## config.mk

```make
export PLATFORM = sky130hd
export DESIGN_NAME = qspi_bus_arbiter_flat
export DESIGN_NICKNAME = d
export VERILOG_FILES = /design/src/rtl/qspi_bus_arbiter_if.sv /design/src/rtl/qspi_bus_arbiter.sv /design/src/flat_wrapper.sv
export SDC_FILE = /design/constraint.sdc
export NUM_CORES = 1
export LEC_CHECK = 0
export CAP_MARGIN = 25
export CORE_MARGIN = 2
export CORE_UTILIZATION = 60
export DETAILED_ROUTE_END_ITERATION = 10
export PLACE_DENSITY_LB_ADDON = 0.1
export SLEW_MARGIN = 20
export SYNTH_ARGS = -nofsm -noshare
export SYNTH_HDL_FRONTEND = slang
export SYNTH_SLANG_ARGS = --single-unit
```

## constraint.sdc

```tcl
create_clock -name clk_i -period 5.8 [get_ports clk_i]
set_clock_uncertainty 0.15 [all_clocks]
set_input_delay 1.16 -clock clk_i [delete_from_list [all_inputs] [get_ports clk_i]]
set_output_delay 1.16 -clock clk_i [all_outputs]
set_load 0.005 [all_outputs]
```

## src/rtl/qspi_bus_arbiter_if.sv

```systemverilog
// Signal bundle between the on-chip QSPI requesters and the bus arbiter.
// The master side drives requests and control; the slave side is the arbiter.
interface qspi_bus_arbiter_if #(
  parameter int NUM_REQ = 4
);
  localparam int IDX_W = $clog2(NUM_REQ);

  logic               en_i;
  logic [NUM_REQ-1:0] req_i;
  logic               tmo_clr_i;
  logic [NUM_REQ-1:0] gnt_o;
  logic [IDX_W-1:0]   gnt_idx_o;
  logic               busy_o;
  logic [NUM_REQ-1:0] csn_o;
  logic               tmo_pulse_o;
  logic               tmo_flag_o;
  logic [IDX_W-1:0]   tmo_idx_o;

  modport master (
    output en_i, req_i, tmo_clr_i,
    input  gnt_o, gnt_idx_o, busy_o, csn_o, tmo_pulse_o, tmo_flag_o, tmo_idx_o
  );

  modport slave (
    input  en_i, req_i, tmo_clr_i,
    output gnt_o, gnt_idx_o, busy_o, csn_o, tmo_pulse_o, tmo_flag_o, tmo_idx_o
  );
endinterface

```

## src/rtl/qspi_bus_arbiter.sv

```systemverilog
// Round-robin owner arbitration for the shared QSPI master, with a CS-high gap
// between owners and forced revocation of owners that hold the bus too long.
module qspi_bus_arbiter #(
  parameter int               NUM_REQ = 4,
  parameter int               GAP_CYC = 2,
  parameter int               TMO_W   = 16,
  parameter logic [TMO_W-1:0] TMO_CYC = 16'hFFFF
) (
  input logic               clk_i,
  input logic               rst_i,
  qspi_bus_arbiter_if.slave bus
);
  localparam int IDX_W = $clog2(NUM_REQ);

  typedef enum logic [1:0] {IDLE, GRANT, GAP} state_t;

  localparam state_t RELEASE_ST = (GAP_CYC > 0) ? GAP : IDLE;

  state_t             state_q, state_d;
  logic [NUM_REQ-1:0] gnt_q, gnt_d;
  logic [IDX_W-1:0]   gnt_idx_q, gnt_idx_d;
  logic [IDX_W-1:0]   last_q, last_d;
  logic [TMO_W-1:0]   cnt_q, cnt_d;
  logic               pulse_q, pulse_d;
  logic               flag_q, flag_d;
  logic [IDX_W-1:0]   tmo_idx_q, tmo_idx_d;
  logic [NUM_REQ-1:0] mask_q, mask_d;
  logic [NUM_REQ-1:0] elig;
  logic [IDX_W-1:0]   pick;

  // First eligible index after the last owner, wrapping; the lowest offset wins.
  function automatic logic [IDX_W-1:0] rr_pick(input logic [IDX_W-1:0] last,
                                               input logic [NUM_REQ-1:0] elig_v);
    logic [IDX_W-1:0] sel;
    int p;
    sel = last;
    for (int k = NUM_REQ; k >= 1; k--) begin
      p = (int'(last) + k) % NUM_REQ;
      if (elig_v[p[IDX_W-1:0]]) sel = p[IDX_W-1:0];
    end
    return sel;
  endfunction

  assign elig = bus.req_i & ~mask_q;
  assign pick = rr_pick(last_q, elig);

  always_ff @(posedge clk_i) begin
    if (rst_i) begin
      state_q   <= IDLE;
      gnt_q     <= '0;
      gnt_idx_q <= '0;
      last_q    <= IDX_W'(NUM_REQ - 1);
      cnt_q     <= '0;
      pulse_q   <= 1'b0;
      flag_q    <= 1'b0;
      tmo_idx_q <= '0;
      mask_q    <= '0;
    end else begin
      state_q   <= state_d;
      gnt_q     <= gnt_d;
      gnt_idx_q <= gnt_idx_d;
      last_q    <= last_d;
      cnt_q     <= cnt_d;
      pulse_q   <= pulse_d;
      flag_q    <= flag_d;
      tmo_idx_q <= tmo_idx_d;
      mask_q    <= mask_d;
    end
  end

  // cnt_q times the grant in GRANT and is reused as the gap timer in GAP.
  always_comb begin
    state_d   = state_q;
    gnt_d     = gnt_q;
    gnt_idx_d = gnt_idx_q;
    last_d    = last_q;
    cnt_d     = cnt_q;
    pulse_d   = 1'b0;
    flag_d    = flag_q & ~bus.tmo_clr_i;
    tmo_idx_d = tmo_idx_q;
    mask_d    = mask_q & bus.req_i;

    case (state_q)
      IDLE: begin
        if (bus.en_i && (elig != '0)) begin
          gnt_d     = NUM_REQ'(1) << pick;
          gnt_idx_d = pick;
          last_d    = pick;
          cnt_d     = '0;
          state_d   = GRANT;
        end
      end
      GRANT: begin
        if (cnt_q != '1) cnt_d = cnt_q + TMO_W'(1);
        if (!bus.req_i[gnt_idx_q]) begin
          gnt_d   = '0;
          cnt_d   = '0;
          state_d = RELEASE_ST;
        end else if ((TMO_CYC != '0) && (cnt_q == TMO_CYC - TMO_W'(1))) begin
          // Set has priority over a same-cycle tmo_clr_i.
          gnt_d             = '0;
          cnt_d             = '0;
          pulse_d           = 1'b1;
          flag_d            = 1'b1;
          tmo_idx_d         = gnt_idx_q;
          mask_d[gnt_idx_q] = 1'b1;
          state_d           = RELEASE_ST;
        end
      end
      GAP: begin
        if (cnt_q == TMO_W'(GAP_CYC - 1)) begin
          cnt_d   = '0;
          state_d = IDLE;
        end else begin
          cnt_d = cnt_q + TMO_W'(1);
        end
      end
      default: state_d = IDLE;
    endcase
  end

  assign bus.gnt_o       = gnt_q;
  assign bus.csn_o       = ~gnt_q;
  assign bus.gnt_idx_o   = gnt_idx_q;
  assign bus.busy_o      = (state_q != IDLE);
  assign bus.tmo_pulse_o = pulse_q;
  assign bus.tmo_flag_o  = flag_q;
  assign bus.tmo_idx_o   = tmo_idx_q;
endmodule

```

## src/flat_wrapper.sv

```systemverilog
// flat-port wrapper written by rule: the top's interface ports become plain ports
module qspi_bus_arbiter_flat 
#(
  parameter int               NUM_REQ = 4,
  parameter int               GAP_CYC = 2,
  parameter int               TMO_W   = 16,
  parameter logic [TMO_W-1:0] TMO_CYC = 16'hFFFF
)
  (clk_i, rst_i, bus_en_i, bus_req_i, bus_tmo_clr_i, bus_gnt_o, bus_gnt_idx_o, bus_busy_o, bus_csn_o, bus_tmo_pulse_o, bus_tmo_flag_o, bus_tmo_idx_o);
  qspi_bus_arbiter_if #(.NUM_REQ(NUM_REQ)) bus_i ();
  input logic clk_i;
  input logic rst_i;
  input wire logic [$bits(bus_i.en_i)-1:0] bus_en_i;
  input wire logic [$bits(bus_i.req_i)-1:0] bus_req_i;
  input wire logic [$bits(bus_i.tmo_clr_i)-1:0] bus_tmo_clr_i;
  output wire logic [$bits(bus_i.gnt_o)-1:0] bus_gnt_o;
  output wire logic [$bits(bus_i.gnt_idx_o)-1:0] bus_gnt_idx_o;
  output wire logic [$bits(bus_i.busy_o)-1:0] bus_busy_o;
  output wire logic [$bits(bus_i.csn_o)-1:0] bus_csn_o;
  output wire logic [$bits(bus_i.tmo_pulse_o)-1:0] bus_tmo_pulse_o;
  output wire logic [$bits(bus_i.tmo_flag_o)-1:0] bus_tmo_flag_o;
  output wire logic [$bits(bus_i.tmo_idx_o)-1:0] bus_tmo_idx_o;
  assign bus_i.en_i = bus_en_i;
  assign bus_i.req_i = bus_req_i;
  assign bus_i.tmo_clr_i = bus_tmo_clr_i;
  assign bus_gnt_o = bus_i.gnt_o;
  assign bus_gnt_idx_o = bus_i.gnt_idx_o;
  assign bus_busy_o = bus_i.busy_o;
  assign bus_csn_o = bus_i.csn_o;
  assign bus_tmo_pulse_o = bus_i.tmo_pulse_o;
  assign bus_tmo_flag_o = bus_i.tmo_flag_o;
  assign bus_tmo_idx_o = bus_i.tmo_idx_o;
  qspi_bus_arbiter #(.NUM_REQ(NUM_REQ), .GAP_CYC(GAP_CYC), .TMO_W(TMO_W), .TMO_CYC(TMO_CYC)) u_core (.clk_i(clk_i), .rst_i(rst_i), .bus(bus_i));
endmodule
```

==> run_summary.xml, run 1 <==
<?xml version="1.0" encoding="UTF-8"?>
<metrics>
  <group name="clock_tree">
    <metric name="clock_latency" unit="ns">0.35</metric>
    <metric name="cts_max_path_buffers" unit="">2</metric>
    <metric name="cts.htree.levels" unit="">2</metric>
    <metric name="root_buffer" unit="">sky130_fd_sc_hd__clkbuf_4</metric>
    <metric name="cts-resized-gates" unit="">0</metric>
    <metric name="clkSlewWorstSetupHoldPaths" unit="ns">0.10</metric>
    <metric name="cts_tree" unit="">yes</metric>
    <metric name="cts.sinks" unit="">34</metric>
    <metric name="tritoncts.num_buffers" unit="">5</metric>
    <metric name="cts_setup_buffers" unit="">0</metric>
    <metric name="cts.hold.buffers_added" unit="">0</metric>
  </group>
  <group name="global_route">
    <metric name="grt_max_degree" unit="">16</metric>
    <metric name="grt_antenna_before_repair" unit="">0</metric>
    <metric name="grtUsageTotal" unit="%">27.3</metric>
    <metric name="first_global_vias" unit="">1864</metric>
    <metric name="gr-total-overflow" unit="">0</metric>
    <metric name="grt_pass1_wl" unit="um">8600</metric>
  </group>
  <group name="synth">
    <metric name="post-synth-top-area-fraction" unit="%">33.3</metric>
    <metric name="dominantRegCellSynth" unit="">sky130_fd_sc_hd__dfxtp_1</metric>
    <metric name="ys_top_cells_by_count" unit="">sky130_fd_sc_hd__dfxtp_1 (34), sky130_fd_sc_hd__a21oi_1 (22), sky130_fd_sc_hd__nand2_1 (18), sky130_fd_sc_hd__inv_1 (17)</metric>
    <metric name="synth_seq_cells" unit="">34</metric>
    <metric name="yosys.area_share.xor_xnor" unit="%">0</metric>
    <metric name="synth-adder-area-share" unit="%">4.29</metric>
    <metric name="synth_simple_gate_area_share" unit="%">29.3</metric>
    <metric name="syn-instance-count" unit="">252</metric>
    <metric name="mappedNetlistNets" unit="">267</metric>
    <metric name="synth.yosys.seq_area_share" unit="%">33.3</metric>
    <metric name="synth-async-reset-ratio" unit="%">0</metric>
    <metric name="post_synth_num_cell_types" unit="">51</metric>
    <metric name="synth_compound_area_share" unit="%">25.6</metric>
    <metric name="yosysWarningCount" unit="">0</metric>
    <metric name="synth_enable_flop_cells" unit="">0</metric>
    <metric name="post_synth.cell_area_avg" unit="um^2">8.11</metric>
    <metric name="synth.cell_area" unit="mm^2">0.00204</metric>
    <metric name="synth_most_common_cell" unit="">sky130_fd_sc_hd__dfxtp_1</metric>
    <metric name="ys_top_cells_by_area" unit="">sky130_fd_sc_hd__dfxtp_1 (33%), sky130_fd_sc_hd__a21oi_1 (5.4%), sky130_fd_sc_hd__ha_1 (4.3%)</metric>
    <metric name="mux_contribution_to_synthesized_area" unit="%">1.96</metric>
    <metric name="netlist.top_cell.by_area" unit="">sky130_fd_sc_hd__dfxtp_1</metric>
    <metric name="main_combinational_cell_family_by_area_after_synthesis" unit="">simple AND/OR/NAND/NOR gates</metric>
  </group>
  <group name="timing">
    <metric name="setup_viol" unit="">0</metric>
    <metric name="setup_ws" unit="ns">2.19</metric>
    <metric name="rsz_0062_raised_after_global_routing" unit="">no</metric>
    <metric name="post_route_clock_period_utilization" unit="%">62.3</metric>
    <metric name="minimum_clock_period" unit="ns">3.61</metric>
    <metric name="finalMaxSlewViolations" unit="">0</metric>
    <metric name="maxClockFrequency" unit="MHz">277</metric>
    <metric name="worst-slew-pin-transition" unit="ns">1.02</metric>
    <metric name="fin_setup_tns" unit="ns">0</metric>
    <metric name="hold_viol_final" unit="">0</metric>
    <metric name="slew_headroom" unit="%">31.2</metric>
    <metric name="hold-worst-slack" unit="ns">0.307</metric>
  </group>
  <group name="drt">
    <metric name="post_dr_wirelength_cell" unit="um">15.9</metric>
    <metric name="firstDrtPassIters" unit="">4</metric>
    <metric name="totalWireLength" unit="um">5070</metric>
    <metric name="drc_errors" unit="">0</metric>
    <metric name="dr.first_iter.drc_count" unit="">128</metric>
    <metric name="dr_total_vias" unit="">2027</metric>
    <metric name="route.antenna.remaining_nets" unit="">0</metric>
    <metric name="vias_per_cell" unit="">6.35</metric>
  </group>
  <group name="outcome">
    <metric name="run_status" unit="">finished, final reports clean</metric>
  </group>
  <group name="critical_path">
    <metric name="regToRegSetupSlack" unit="ns">3.07</metric>
    <metric name="timing.critical_path.required" unit="ns">5.91</metric>
    <metric name="timing.setup.critical_path_class" unit="">in2reg</metric>
    <metric name="setup.worst_path.start_class" unit="">input pin</metric>
    <metric name="worstPathArrival" unit="ns">3.72</metric>
    <metric name="setup.worst_path.end_class" unit="">flip-flop</metric>
    <metric name="critical_path_peak_fanout" unit="">15</metric>
  </group>
  <group name="floorplanning">
    <metric name="die_x" unit="um">62.4</metric>
    <metric name="dieArea" unit="mm^2">0.00389</metric>
    <metric name="std_cell_rows" unit="">21</metric>
    <metric name="initial_core_utilization" unit="%">61.7</metric>
    <metric name="ports" unit="">23</metric>
    <metric name="core_region_area" unit="mm^2">0.00331</metric>
    <metric name="die_height" unit="um">62.4</metric>
  </group>
  <group name="worst_hold_path">
    <metric name="timing.hold.worst.class" unit="">reg2reg</metric>
  </group>
  <group name="cells_and_area">
    <metric name="fillers" unit="">275</metric>
    <metric name="finish.cell_count_without_fillers" unit="">319</metric>
    <metric name="syn2layout_area_growth" unit="%">14.8</metric>
    <metric name="drive_gt1_share" unit="%">6.59</metric>
    <metric name="finalNetCount" unit="">287</metric>
    <metric name="antenna_diode_count" unit="">0</metric>
  </group>
  <group name="placed_design">
    <metric name="detailedPlace.worstSlack" unit="ns">1.85</metric>
    <metric name="place.gp.congestion" unit="">0.939</metric>
    <metric name="hpwlAfterDp" unit="um">3600</metric>
    <metric name="place.port_buffers" unit="">22</metric>
    <metric name="dp.cells" unit="">311</metric>
  </group>
  <group name="power">
    <metric name="leakagePower" unit="nW">0.742</metric>
    <metric name="vdd_drop_max" unit="V">0.000102</metric>
    <metric name="power.total" unit="uW">553</metric>
    <metric name="power_density" unit="mW/mm^2">236</metric>
  </group>
  <group name="run">
    <metric name="max_cap_violations" unit="">0</metric>
  </group>
</metrics>
## worst paths after layout
kind                                start                 endpoint  cells after the start
hold / removal    u_core.bus.tmo_idx_o[1]  u_core.bus.tmo_idx_o[1]                      2
setup reg to reg          u_core.cnt_q[2]         u_core.cnt_q[15]                      5
setup / recovery             bus_req_i[1]         u_core.cnt_q[15]                      6
hold reg to reg   u_core.bus.tmo_idx_o[1]  u_core.bus.tmo_idx_o[1]                      2
## worst max-delay path, cell delays in order
cell and delay (ns):
sky130_fd_sc_hd__clkdlybuf4s50_1 0.47, sky130_fd_sc_hd__nor2b_1 0.20, sky130_fd_sc_hd__o41a_1 0.50, sky130_fd_sc_hd__o21ai_1 0.65, sky130_fd_sc_hd__o21ai_2 0.39, sky130_fd_sc_hd__nor4b_1 0.35
## report_power, final
| part | leakage, nW | internal [mW] | switching [mW] |
|---|---|---|---|
| Combinational | 0.431 | 0.0619 | 0.0909 |
| Clock | 0.0353 | 0.0587 | 0.0840 |
| Sequential | 0.275 | 0.244 | 0.0134 |
## state kept, by name, indices dropped and copies added (netlist names)
signal,count
u_core.bus.gnt_idx_o,2
u_core.bus.gnt_o,4
u_core.bus.tmo_flag_o,1
u_core.bus.tmo_idx_o,2
u_core.bus.tmo_pulse_o,1
u_core.cnt_q,16
u_core.last_q,2
u_core.mask_q,4
u_core.state_q,2
## cells in the final DEF, fill, tap and decap left out, types with 3 or more instances in the layout
cell type,synthesis,final
sky130_fd_sc_hd__dfxtp_1,34,34
sky130_fd_sc_hd__a21oi_1,22,22
sky130_fd_sc_hd__clkdlybuf4s50_1,0,22
sky130_fd_sc_hd__nand2_1,18,18
sky130_fd_sc_hd__inv_1,17,17
sky130_fd_sc_hd__o21ai_0,13,13
sky130_fd_sc_hd__nor2_1,13,13
sky130_fd_sc_hd__nand4_1,12,12
sky130_fd_sc_hd__a211oi_1,11,11
sky130_fd_sc_hd__o31ai_1,9,9
sky130_fd_sc_hd__or4_1,9,9
sky130_fd_sc_hd__nand2b_1,7,7
sky130_fd_sc_hd__ha_1,7,7
sky130_fd_sc_hd__nor4_1,6,6
sky130_fd_sc_hd__nand3_1,6,6
sky130_fd_sc_hd__clkbuf_4,0,5
sky130_fd_sc_hd__nor2b_1,4,4
sky130_fd_sc_hd__mux2i_1,4,4
sky130_fd_sc_hd__or3_1,4,4
sky130_fd_sc_hd__nor4b_1,3,3
sky130_fd_sc_hd__o41ai_1,3,3
sky130_fd_sc_hd__o211ai_1,3,3
sky130_fd_sc_hd__nand4b_1,3,3
sky130_fd_sc_hd__nand3b_1,3,3
## per-layer routing
layer / vias up / track usage [%] / routed length (um)
met5: - / 0 / 0
met4: 0 / 12.5 / 172
met3: 17 / 5.62 / 213
met2: 60 / 49.3 / 2510
met1: 949 / 30.6 / 2170
li1: 1001 / - / -
## stage by stage
step	util (%)	cell area, um^2
after floorplan	-	2040
after global placement	69.0	2290
after detailed placement	69.0	2290
after CTS	70.9	2350
after global routing	70.9	2350
final	70.9	2350
## area by class of cell
class                           instances  area (um^2)  share of cell area [%]
Clock buffer                            7         55.1                    2.35
Clock inverter                          1         5.00                   0.213
Inverter                               17         63.8                    2.72
Multi-Input combinational cell        190         1250                    53.2
Sequential cell                        34          681                    29.0
Tap cell                               46         57.6                    2.45
Timing Repair Buffer                   24          235                    10.0
## kinds of logic after synthesis
logic type / after synthesis
adder cells (fa/ha/maj): 7
flip-flops: 34
AND/OR/NAND/NOR: 101
AO/OA/AOI/OAI: 78
multiplexers: 4
buffers and inverters: 28
(Power assumes the default switching activity.)
==> run 2, diff against run 1 <==
CORE_UTILIZATION = 50   (was 60)
clock period = 2.91 ns   (was 5.8 ns; I/O delays follow)
==> run_summary.xml, run 2 (same netlist as run 1, synthesis figures left out) <==
<?xml version="1.0" encoding="UTF-8"?>
<metrics>
  <group name="cells_and_area">
    <metric name="mostFrequentLayoutCells" unit="">sky130_fd_sc_hd__dfxtp_1 (34), sky130_fd_sc_hd__a21oi_1 (22), sky130_fd_sc_hd__clkdlybuf4s50_1 (22), sky130_fd_sc_hd__nand2_1 (18), sky130_fd_sc_hd__buf_4 (18)</metric>
    <metric name="finalNetCount" unit="">303</metric>
    <metric name="drive_gt1_share" unit="%">11.8</metric>
    <metric name="largest_register_ffs" unit="">16</metric>
    <metric name="layout_commonest_cell" unit="">sky130_fd_sc_hd__dfxtp_1</metric>
    <metric name="antenna_diode_count" unit="">0</metric>
    <metric name="syn2layout_area_growth" unit="%">22.5</metric>
    <metric name="regMostFlops" unit="">u_core.cnt_q</metric>
  </group>
  <group name="placed_design">
    <metric name="place.port_buffers" unit="">22</metric>
    <metric name="place.gp.congestion" unit="">0.897</metric>
    <metric name="hpwlAfterDp" unit="um">3780</metric>
  </group>
  <group name="floorplanning">
    <metric name="die_height" unit="um">67.9</metric>
    <metric name="core_region_area" unit="mm^2">0.00397</metric>
    <metric name="die_x" unit="um">67.9</metric>
    <metric name="ports" unit="">23</metric>
    <metric name="dieArea" unit="mm^2">0.00461</metric>
    <metric name="std_cell_rows" unit="">23</metric>
    <metric name="initial_core_utilization" unit="%">51.4</metric>
  </group>
  <group name="critical_path">
    <metric name="worst_setup_path_startpoint" unit="">bus_req_i[3]</metric>
    <metric name="critical_path_peak_fanout" unit="">10</metric>
    <metric name="cpLargestDelayFamily" unit="">buffers and inverters</metric>
    <metric name="setup.worst_path.start_class" unit="">input pin</metric>
    <metric name="ff2ff_path_depth" unit="">6</metric>
    <metric name="worst_r2r_endpoint" unit="">u_core.cnt_q[11]</metric>
    <metric name="timing.critical_path.required" unit="ns">2.97</metric>
    <metric name="worst_path_largest_cell_delay" unit="ns">0.53</metric>
    <metric name="cp_num_cells" unit="">7</metric>
    <metric name="critical_path.slowest_cell" unit="">sky130_fd_sc_hd__clkdlybuf4s50_1</metric>
    <metric name="setup.worst_path.end_class" unit="">flip-flop</metric>
    <metric name="endpoint" unit="">u_core.cnt_q[11]</metric>
    <metric name="worstPathCellList" unit="">clkdlybuf4s50_1 -&gt; nor2b_1 -&gt; o41a_1 -&gt; o21ai_1 -&gt; buf_4 -&gt; or4_1 -&gt; a211oi_1</metric>
    <metric name="timing.setup.critical_path_class" unit="">in2reg</metric>
    <metric name="worstPathArrival" unit="ns">2.60</metric>
    <metric name="worstPathBufferInverterCount" unit="">2</metric>
    <metric name="r2r_start" unit="">u_core.cnt_q[2]</metric>
    <metric name="regToRegSetupSlack" unit="ns">0.50</metric>
  </group>
  <group name="drt">
    <metric name="vias_per_cell" unit="">6.19</metric>
    <metric name="drc_errors" unit="">0</metric>
    <metric name="route.antenna.remaining_nets" unit="">0</metric>
    <metric name="totalWireLength" unit="um">5270</metric>
    <metric name="post_dr_wirelength_cell" unit="um">15.6</metric>
    <metric name="firstDrtPassIters" unit="">5</metric>
    <metric name="dr_total_vias" unit="">2098</metric>
    <metric name="dr.first_iter.drc_count" unit="">120</metric>
  </group>
  <group name="timing">
    <metric name="rsz_0062_raised_after_global_routing" unit="">no</metric>
    <metric name="hold-worst-slack" unit="ns">0.306</metric>
    <metric name="maxClockFrequency" unit="MHz">393</metric>
    <metric name="hold_viol_final" unit="">0</metric>
    <metric name="slew_headroom" unit="%">53.7</metric>
    <metric name="worst-slew-pin-transition" unit="ns">0.690</metric>
    <metric name="setup_viol" unit="">0</metric>
    <metric name="finalMaxSlewViolations" unit="">0</metric>
    <metric name="minimum_clock_period" unit="ns">2.55</metric>
    <metric name="post_route_clock_period_utilization" unit="%">87.5</metric>
    <metric name="fin_setup_tns" unit="ns">0</metric>
  </group>
  <group name="clock_tree">
    <metric name="tritoncts.num_buffers" unit="">5</metric>
    <metric name="root_buffer" unit="">sky130_fd_sc_hd__clkbuf_8</metric>
    <metric name="cts.hold.buffers_added" unit="">0</metric>
    <metric name="cts_setup_buffers" unit="">0</metric>
    <metric name="clkSlewWorstSetupHoldPaths" unit="ns">0.07</metric>
    <metric name="cts_tree" unit="">yes</metric>
    <metric name="cts.htree.levels" unit="">2</metric>
    <metric name="cts_max_path_buffers" unit="">2</metric>
    <metric name="cts-resized-gates" unit="">0</metric>
    <metric name="clock_latency" unit="ns">0.29</metric>
    <metric name="cts.sinks" unit="">34</metric>
  </group>
  <group name="worst_hold_path">
    <metric name="timing.hold.worst.class" unit="">reg2reg</metric>
  </group>
  <group name="global_route">
    <metric name="grt_max_degree" unit="">16</metric>
    <metric name="grt_pass1_wl" unit="um">8540</metric>
    <metric name="gr-total-overflow" unit="">0</metric>
    <metric name="grtUsageTotal" unit="%">24.7</metric>
    <metric name="first_global_vias" unit="">1856</metric>
    <metric name="grt_antenna_before_repair" unit="">0</metric>
  </group>
  <group name="outcome">
    <metric name="run_status" unit="">finished, final reports clean</metric>
  </group>
  <group name="power">
    <metric name="power_density" unit="mW/mm^2">482</metric>
    <metric name="vdd_drop_max" unit="V">0.000265</metric>
    <metric name="leakagePower" unit="nW">0.831</metric>
  </group>
  <group name="run">
    <metric name="max_cap_violations" unit="">0</metric>
  </group>
</metrics>
run 2: worst min-delay path, stage by stage (launching register included):
cell                      delay (ns)
sky130_fd_sc_hd__dfxtp_1        0.31
sky130_fd_sc_hd__nand2_1        0.05
sky130_fd_sc_hd__a21oi_1        0.05
run 2: final cells by class:
class,instances,area [um^2]
Clock inverter,1,5.00
Multi-Input combinational cell,190,1250
Fill cell,383,1470
Inverter,17,63.8
Clock buffer,7,86.3
Sequential cell,34,681
Tap cell,50,62.6
Timing Repair Buffer,40,355
run 2: report_power, final:
group	switching (mW)	leakage [nW]	internal (mW)	total [mW]
registers	0.0271	0.275	0.486	0.513
clock network	0.172	0.0482	0.191	0.363
logic	0.184	0.507	0.147	0.331
run 2: how the worst min path moves through the flow:
stage,startpoint,end,slack (ns),depth (start not counted)
4_1_cts,u_core.bus.tmo_idx_o[0],u_core.bus.tmo_idx_o[0],0.31,2
3_3_place_gp,u_core.bus.tmo_idx_o[0],u_core.bus.tmo_idx_o[0],0.29,2
5_1_grt,u_core.bus.tmo_idx_o[1],u_core.bus.tmo_idx_o[1],0.33,2
6_report,u_core.bus.tmo_idx_o[1],u_core.bus.tmo_idx_o[1],0.31,2
2_1_floorplan,u_core.mask_q[0],u_core.mask_q[0],0.29,2
3_5_place_dp,u_core.bus.tmo_idx_o[0],u_core.bus.tmo_idx_o[0],0.30,2
run 2: per-stage QoR:
stage	setup WS (ns)	cell area (um^2)	instances	power (mW)	util (%)
2_1_floorplan	0.605	2040	252	0.717	-
3_3_place_gp	0.142	2410	331	0.846	60.7
3_5_place_dp	0.0458	2410	331	0.849	60.7
4_1_cts	0.371	2500	339	1.22	63.0
5_1_grt	0.226	2500	339	1.27	63.0
6_report	0.363	2500	339	1.21	63.0
run 2: routing by layer:
layer  track usage (%)  up-vias  wire length (um)
li1                  -     1037                 -
met2              42.2       57              2590
met5                 0        -                 0
met1              29.9      997              2370
met4              10.0        0                71
met3              5.59        7               244
